==> config.mk <==
export PLATFORM = sky130hd
export DESIGN_NAME = tausworthe_stream
export DESIGN_NICKNAME = d
export VERILOG_FILES = /design/src/rtl/tausworthe_stream.sv
export SDC_FILE = /design/constraint.sdc
export NUM_CORES = 1
export LEC_CHECK = 0
export ABC_AREA = 1
export CELL_PAD_IN_SITES_DETAIL_PLACEMENT = 1
export CELL_PAD_IN_SITES_GLOBAL_PLACEMENT = 2
export CORE_UTILIZATION = 27
export DETAILED_ROUTE_END_ITERATION = 10
export GPL_ROUTABILITY_DRIVEN = 1
export GPL_TIMING_DRIVEN = 0
export PLACE_DENSITY_LB_ADDON = 0.1
export SYNTH_ARGS = -nofsm -noshare
export SYNTH_HDL_FRONTEND = slang
export SYNTH_SLANG_ARGS = --single-unit
==> constraint.sdc <==
create_clock -name i_clk -period 1.4 [get_ports i_clk]
set_clock_uncertainty 0.15 [all_clocks]
set_input_delay 0.35 -clock i_clk [delete_from_list [all_inputs] [get_ports i_clk]]
set_output_delay 0.35 -clock i_clk [all_outputs]
set_load 0.05 [all_outputs]
==> src/rtl/tausworthe_stream.sv <==
// taus88 combined Tausworthe generator. It supports runtime seed loading with sanitisation,
// discards a warm-up run of words, and emits OUT_W-bit words on a valid/ready stream.
module tausworthe_stream #(
  parameter logic [31:0] SEED1  = 32'hE761B9DB,
  parameter logic [31:0] SEED2  = 32'hB4B4D15C,
  parameter logic [31:0] SEED3  = 32'hC0B4DD55,
  parameter int unsigned OUT_W  = 32,
  parameter int unsigned WARMUP = 8,
  parameter int unsigned CNT_W  = 32
) (
  input  logic             i_clk,
  input  logic             i_rst_n,
  input  logic             i_seed_load,
  input  logic [95:0]      i_seed_in,
  input  logic             i_out_ready,
  output logic [OUT_W-1:0] o_out_data,
  output logic             o_out_valid,
  output logic             o_busy,
  output logic [CNT_W-1:0] o_word_cnt
);

  if (OUT_W != 32 && OUT_W != 64) begin : g_bad_out_w
    $error("tausworthe_stream: OUT_W must be 32 or 64");
  end

  typedef enum logic [0:0] {StWarm, StRun} state_e;

  localparam logic [7:0] WARM_INIT = 8'(WARMUP);
  localparam state_e     ST_INIT   = (WARMUP == 0) ? StRun : StWarm;

  // One taus88 step on the packed state {s3, s2, s1}.
  function automatic logic [95:0] taus_step(input logic [95:0] s);
    logic [31:0] a, b, c;
    a = s[31:0];
    b = s[63:32];
    c = s[95:64];
    a = ((a & 32'hFFFFFFFE) << 12) ^ (((a << 13) ^ a) >> 19);
    b = ((b & 32'hFFFFFFF8) << 4) ^ (((b << 2) ^ b) >> 25);
    c = ((c & 32'hFFFFFFF0) << 17) ^ (((c << 3) ^ c) >> 11);
    return {c, b, a};
  endfunction

  state_e           r_state, w_state_nxt;
  logic [95:0]      r_s, w_s_nxt;
  logic [7:0]       r_warm_cnt, w_warm_cnt_nxt;
  logic [OUT_W-1:0] r_out_data, w_out_data_nxt;
  logic             r_out_valid, w_out_valid_nxt;
  logic [CNT_W-1:0] r_word_cnt, w_word_cnt_nxt;

  logic [95:0]      w_st1, w_next, w_seed;
  logic [31:0]      w_draw1;
  logic [OUT_W-1:0] w_word;

  assign w_st1   = taus_step(r_s);
  assign w_draw1 = w_st1[31:0] ^ w_st1[63:32] ^ w_st1[95:64];

  if (OUT_W == 64) begin : g_out64
    logic [95:0] w_st2;
    logic [31:0] w_draw2;
    assign w_st2   = taus_step(w_st1);
    assign w_draw2 = w_st2[31:0] ^ w_st2[63:32] ^ w_st2[95:64];
    assign w_word  = {w_draw2, w_draw1};
    assign w_next  = w_st2;
  end else begin : g_out32
    assign w_word = w_draw1;
    assign w_next = w_st1;
  end

  // Seeds that would lock a component into its all-zero cycle fall back to the defaults.
  assign w_seed = {
    (i_seed_in[95:68] == '0) ? SEED3 : i_seed_in[95:64],
    (i_seed_in[63:35] == '0) ? SEED2 : i_seed_in[63:32],
    (i_seed_in[31:1]  == '0) ? SEED1 : i_seed_in[31:0]
  };

  always_comb begin
    w_state_nxt     = r_state;
    w_s_nxt         = r_s;
    w_warm_cnt_nxt  = r_warm_cnt;
    w_out_data_nxt  = r_out_data;
    w_out_valid_nxt = r_out_valid;
    w_word_cnt_nxt  = r_word_cnt;
    if (i_seed_load) begin
      w_s_nxt         = w_seed;
      w_warm_cnt_nxt  = WARM_INIT;
      w_state_nxt     = ST_INIT;
      w_out_valid_nxt = 1'b0;
      w_word_cnt_nxt  = '0;
    end else begin
      if (r_out_valid && i_out_ready) begin
        w_word_cnt_nxt = r_word_cnt + CNT_W'(1);
      end
      unique case (r_state)
        StWarm: begin
          w_s_nxt        = w_next;
          w_warm_cnt_nxt = r_warm_cnt - 8'd1;
          if (r_warm_cnt == 8'd1) begin
            w_state_nxt = StRun;
          end
        end
        StRun: begin
          if (!r_out_valid || i_out_ready) begin
            w_out_data_nxt  = w_word;
            w_s_nxt         = w_next;
            w_out_valid_nxt = 1'b1;
          end
        end
      endcase
    end
  end

  always_ff @(posedge i_clk or negedge i_rst_n) begin
    if (!i_rst_n) begin
      r_state     <= ST_INIT;
      r_s         <= {SEED3, SEED2, SEED1};
      r_warm_cnt  <= WARM_INIT;
      r_out_data  <= '0;
      r_out_valid <= 1'b0;
      r_word_cnt  <= '0;
    end else begin
      r_state     <= w_state_nxt;
      r_s         <= w_s_nxt;
      r_warm_cnt  <= w_warm_cnt_nxt;
      r_out_data  <= w_out_data_nxt;
      r_out_valid <= w_out_valid_nxt;
      r_word_cnt  <= w_word_cnt_nxt;
    end
  end

  assign o_out_data  = r_out_data;
  assign o_out_valid = r_out_valid;
  assign o_busy      = (r_state == StWarm);
  assign o_word_cnt  = r_word_cnt;

endmodule

==> results.sh <==
export IMPL_cpMostUsedCell="nand2_1"
export IMPL_cts_buffers=17
export IMPL_drive_above_1_share_pct=32.03
export IMPL_start_kind="flip-flop"
export IMPL_crit_start="o_out_valid"
export IMPL_power_switching_uw=7329
export IMPL_grt_pass1_vias=10070
export IMPL_num_fill_cells=4128
export IMPL_post_drt_wl_per_cell_um=20.40
export IMPL_hold_viol_final=55
export IMPL_cpPeakStageDelay_ps=430
export IMPL_fp_dieArea_um2=35870
export IMPL_p_int_uw=11410
export IMPL_r2r_start="o_out_valid"
export IMPL_slowest_stage="dfrtp_2"
export IMPL_dr_pass1_iters=5
export IMPL_multi_input_area_um2=5391
export IMPL_powerDensity_nw_per_um2=1297
export IMPL_cp_max_fo=10
export IMPL_htreeDepth=4
export IMPL_start_util_pct=27.45
export IMPL_required_ps=1640
export IMPL_die_y_um=189.4
export IMPL_combPwrFrac_pct=37.1
export IMPL_fmax_mhz=603.8
export IMPL_synth_most_common_cell="nand2_1"
export IMPL_setup_ws_ps=-256.1
export IMPL_clkPwrFrac_pct=27.4
export IMPL_core_um2=34540
export IMPL_setup_viol=215
export IMPL_vdd_ir_drop_max_mv=0.8999
export IMPL_synth_common_cells="370 x nand2_1, 200 x nor2_1, 130 x o21ai_0, 124 x inv_1, 113 x dfrtp_1"
export IMPL_yosysSeqAreaShare_pct=43.40
export IMPL_endpoint_kind="flip-flop"
export IMPL_synth_flop_cell="dfrtp_1"
export IMPL_grt_first_pass_wirelength_mm=61.38
export IMPL_path_clk_slew_ps=70
export IMPL_grt_usage_pct=23.29
export IMPL_numPortBuffers=157
export IMPL_worst_pin_slew_ps=705.2
export IMPL_synth_area_per_cell_um2=7.227
export IMPL_grt_overflow_total=0
export IMPL_row_count=68
export IMPL_fin_nets=1679
export IMPL_pin_count=166
export IMPL_yosys_top_cells_area="dfrtp_1 30%, nand2_1 15%, dfstp_2 14%"
export IMPL_yosysUniqueCellTypes=33
export IMPL_antenna_found_initial=0
export IMPL_status="finished, violations left"
export IMPL_cts_tree="done"
export IMPL_yosysWarnings=0
export IMPL_grt_max_degree=90
export IMPL_period_needed_ps=1656
export IMPL_yosysTopAreaCellShare_pct=29.82
export IMPL_routed_wl_mm=41.69
export IMPL_area_growth_pct=52.43
export IMPL_synth_area_um2=9482
export IMPL_leakage_uw=0.006493
export IMPL_drc=0
export IMPL_ys_async_sr_fraction_pct=100.0
export IMPL_synthesis_nets=1415
export IMPL_antenna_cells=0
export IMPL_cts_root_buf="clkbuf_16"
export IMPL_synth_seq_cells=162
export IMPL_cts_buffer_depth=2
export IMPL_hold_path_class="input pin to async pin"
export IMPL_drt_initial_drc_count=453
export IMPL_synth_top_area_cell="dfrtp_1"
export IMPL_regArea_um2=4154
export IMPL_viasPerCell=4.723
export IMPL_post_route_period_util_pct=118.3
export IMPL_syn_inst=1312
export IMPL_p_total_uw=18740
export IMPL_drv_slew=0
export IMPL_ant_nets=0
export IMPL_place_congestion=0.8306
export IMPL_die_w_um=189.4
export IMPL_relSlewSlack_pct=52.99
export IMPL_rsz0062_at_grt="yes"
export IMPL_synth_edf_count=0
export IMPL_drv_cap=0
export IMPL_pwr_share_seq_pct=35.5
export IMPL_hpwl_mm=30.61
export IMPL_violations="hold timing, setup timing"
export IMPL_clock_sinks=162
export IMPL_insertion_delay_ps=460
export IMPL_tns_ps=-32000
export IMPL_crit_chain="inv_2, nor2_4, buf_12, nand2_8, clkinv_8, buf_6, a21oi_1, nand2_1, nand2_1"
export IMPL_worstPathArrival_ps=1900
export IMPL_crit_buf_inv=4
export IMPL_fin_hold_ws_ps=-260.2
export IMPL_switching_share_pct=39.11
export IMPL_vias=9653
export IMPL_critPathKind="flip-flop to flip-flop"
export IMPL_critPathTopFamily="buffers and inverters"
-- per-stage QoR --
| stage | setup slack, ps | cell area [um^2] | cells | utilization, % | hold WS [ps] |
|---|---|---|---|---|---|
| global route | -343.4 | 14450 | 2044 | 41.84 | -220.7 |
| detailed placement | -1445 | 11900 | 1925 | 34.45 | 248.2 |
| finish | -256.1 | 14450 | 2044 | 41.84 | -260.2 |
| floorplan | -250.2 | 9728 | 1312 | - | -95.59 |
| global placement | -8355 | 11870 | 1924 | 34.36 | 308.5 |
| CTS | -222.7 | 13670 | 2024 | 39.56 | -233.8 |
-- kinds of logic after synthesis --
group	synth area share, %
and+or+nand+nor	27.87
AOI/OAI and AO/OA	12.10
adders and majority gates	0.3959
DFF	43.40
buffers and inverters	7.825
xor gates and xnor gates	8.406
-- final timing paths --
check,to,slack (ps),cells after the start
max in group asynchronous,r_s[75],410,2
min in group i_clk,r_s[20],110,3
max reg2reg,r_s[47],-260,9
max,r_s[47],-260,9
min reg2reg,r_s[25],320,2
min,o_word_cnt[0],-260,1
-- cell type report --
type	count	area share [%]
plain buffers	52	4.017
clock buffers	19	2.995
clock inverters	13	1.290
inverters	129	3.593
multi-input cells	970	37.30
flip-flops and latches	162	28.74
repair inverters	2	0.1558
repair buffers	242	17.96
well taps	455	3.939
-- layout by cell type (no fill, tap or decap), types with 11 or more instances in the layout --
cell type        Yosys  routed
buf_8                0      15
nor2_4               5      14
a21oi_1             81      56
inv_1              124     117
buf_4                3      68
nand2_1            370     311
nor2_2               6      24
o21ai_0            130      44
a21oi_2              0      23
buf_6                2      72
clkbuf_16            0      23
nor2_1             200     173
buf_12               0      16
nand3_1             35      19
xnor2_1             57      46
dfrtp_2              0      31
xor2_1              34      32
nand3_2              1      15
dlygate4sd2_1        0      12
o21ai_2              0      18
nand2_2              4      60
xnor2_2              0      11
dfstp_2             49      49
clkdlybuf4s50_1      0      76
o21ai_1              1      68
dfrtp_1            113      82
-- power groups by stage --
stage	Sequential, uW	Combinational, uW	Clock, uW
after floorplan	7780	2400	0
after global routing	6730	7480	5410
after global placement	6540	6040	0
after CTS	6610	6630	5240
final	6640	6960	5140
after detailed placement	6560	6120	0
-- routing by layer --
| layer | wire [um] | GRT usage, % | up-vias | part of all wire (%) |
|---|---|---|---|---|
| met5 | 0 | 0 | - | 0 |
| met4 | 1244 | 7.661 | 0 | 3.0 |
| met3 | 1275 | 2.966 | 55 | 3.1 |
| met2 | 21040 | 41.52 | 202 | 50 |
| met1 | 18130 | 28.82 | 4722 | 43 |
| li1 | - | - | 4674 | - |
-- registers in the layout (all words and copies together) (netlist names) --
signal,count
r_s,88
o_out_data,32
o_word_cnt,32
r_warm_cnt,8
o_out_valid,1
r_state,1
-- worst reg2reg max path: cells and delay by family, from the launching register on --
kind                   cells  cell delay (ps)
buffers and inverters      4              510
AND/OR/NAND/NOR            4              390
AO/OA/AOI/OAI              1              120
flip-flops                 1              430
-- what timing repair did --
action | CTS | global route
hold endpoints to repair | 55 | 55
cloned | 8 | 8
setup buffers | 61 | 13
gates resized for setup | 629 | 149
pin swaps | 30 | 30
endpoints found under the setup margin | 228 | 221
Note: power is estimated with default switching activity, not from simulation.
==> RTL change, RTL diff (config.mk and constraints unchanged) <==
Set the parameter `WARMUP` to 4 (it was 8).
--- a/src/rtl/tausworthe_stream.sv
+++ b/src/rtl/tausworthe_stream.sv
@@ -7,3 +7,3 @@
   parameter int unsigned OUT_W  = 32,
-  parameter int unsigned WARMUP = 8,
+  parameter int unsigned WARMUP = 4,
   parameter int unsigned CNT_W  = 32
Function: changed (Yosys sat finds a counterexample within 10 cycles, from zero or initial values and one cycle with i_rst_n low).
==> RTL change against the unedited design <==
Total power is 2.3% higher; critical path type is now reg -> out; final area is 3.9% higher; routed wire length grew 1.9%; the run still ends with hold timing, setup timing left; sequential cell count is the same; synthesized area up 0.16%; setup slack got worse by 0.11 ns; largest power group unchanged; utilization up 1.7 points.
==> RTL change: results (changes against the unedited design) <==
metric	value	unit	change
synth-xor-area-share	8.485	%	+0.079 points
grt_use_met2	36.73	%	-4.8 points
powerSeq	6.65	mW	about the same
switching_share	38.22	%	-0.90 points
synthAdderAreaFrac	0.3953	%	-0.00063 points
finalWorstSetupSlack	-0.3690	ns	-0.1128 ns
synth_area_leaders	dfrtp_1 30%, nand2_1 14%, dfstp_2 14%		
synth.avg_cell_area	7.233	µm²	about the same
worstReg2RegEnd	r_s[44]$_DFFE_PN1P_		
grt_max_degree	99		+10%
path_max_fanout	3		-7
endpoint	o_busy		
critPathArrivalTime	1.27	ns	-0.63 ns
hold_viol_final	66		+20%
cts_setup_buffers	58		-4.9%
wl_per_cell	20.42	µm	+0.11%
multi_input_cells	969		-0.10%
globalRouteTotalUtil	23.08	%	-0.21 points
reg2reg_from	r_state$_DFF_PN0_		
dr_wl_met3	1679	µm	+32%
setup_violations	216		+0.47%
p_seq_share	34.7	%	-0.8 points
cellLeakagePower	6.950	nW	+7.0%
multiInputGateArea	5502	µm²	+2.0%
wirelength	42500	µm	+1.9%
outcome	finished, violations left		
vias	9914		+2.7%
hold_slack	-0.2546	ns	+0.005517 ns
violations	hold timing, setup timing		
synth_commonest_cells	360 x nand2_1, 208 x nor2_1, 129 x o21ai_0, 122 x inv_1, 113 x dfrtp_1		
-- RTL change: cell types whose count changed after synthesis, sizes merged, moves of 2 or more --
cell,before,now
nor3b,3,0
clkbuf,25,29
buf,29,25
nand4,9,7
nand2,375,364
nor3,6,4
nand3,38,48
o21a,0,2
nor2,211,216
-- RTL change: worst min-delay path by stage --
stage,start,end,slack [ns],depth (start not counted)
global placement,r_s[94]$_DFFE_PN1P_,r_s[94]$_DFFE_PN1P_,0.31,2
global route,i_rst_n,o_word_cnt[26]$_DFFE_PN0P_,-0.15,1
floorplan,i_rst_n,o_out_data[0]$_DFFE_PN0P_,-0.1,0
detailed placement,i_rst_n,o_word_cnt[25]$_DFFE_PN0P_,0.32,1
finish,i_rst_n,o_word_cnt[19]$_DFFE_PN0P_,-0.25,1
CTS,i_rst_n,o_word_cnt[25]$_DFFE_PN0P_,-0.17,1
-- RTL change: worst max-delay path: stages (launching register included) --
cell	delay [ns]
dfrtp_1	0.39
clkinvlp_4	0.15
buf_6	0.14
buf_8	0.14
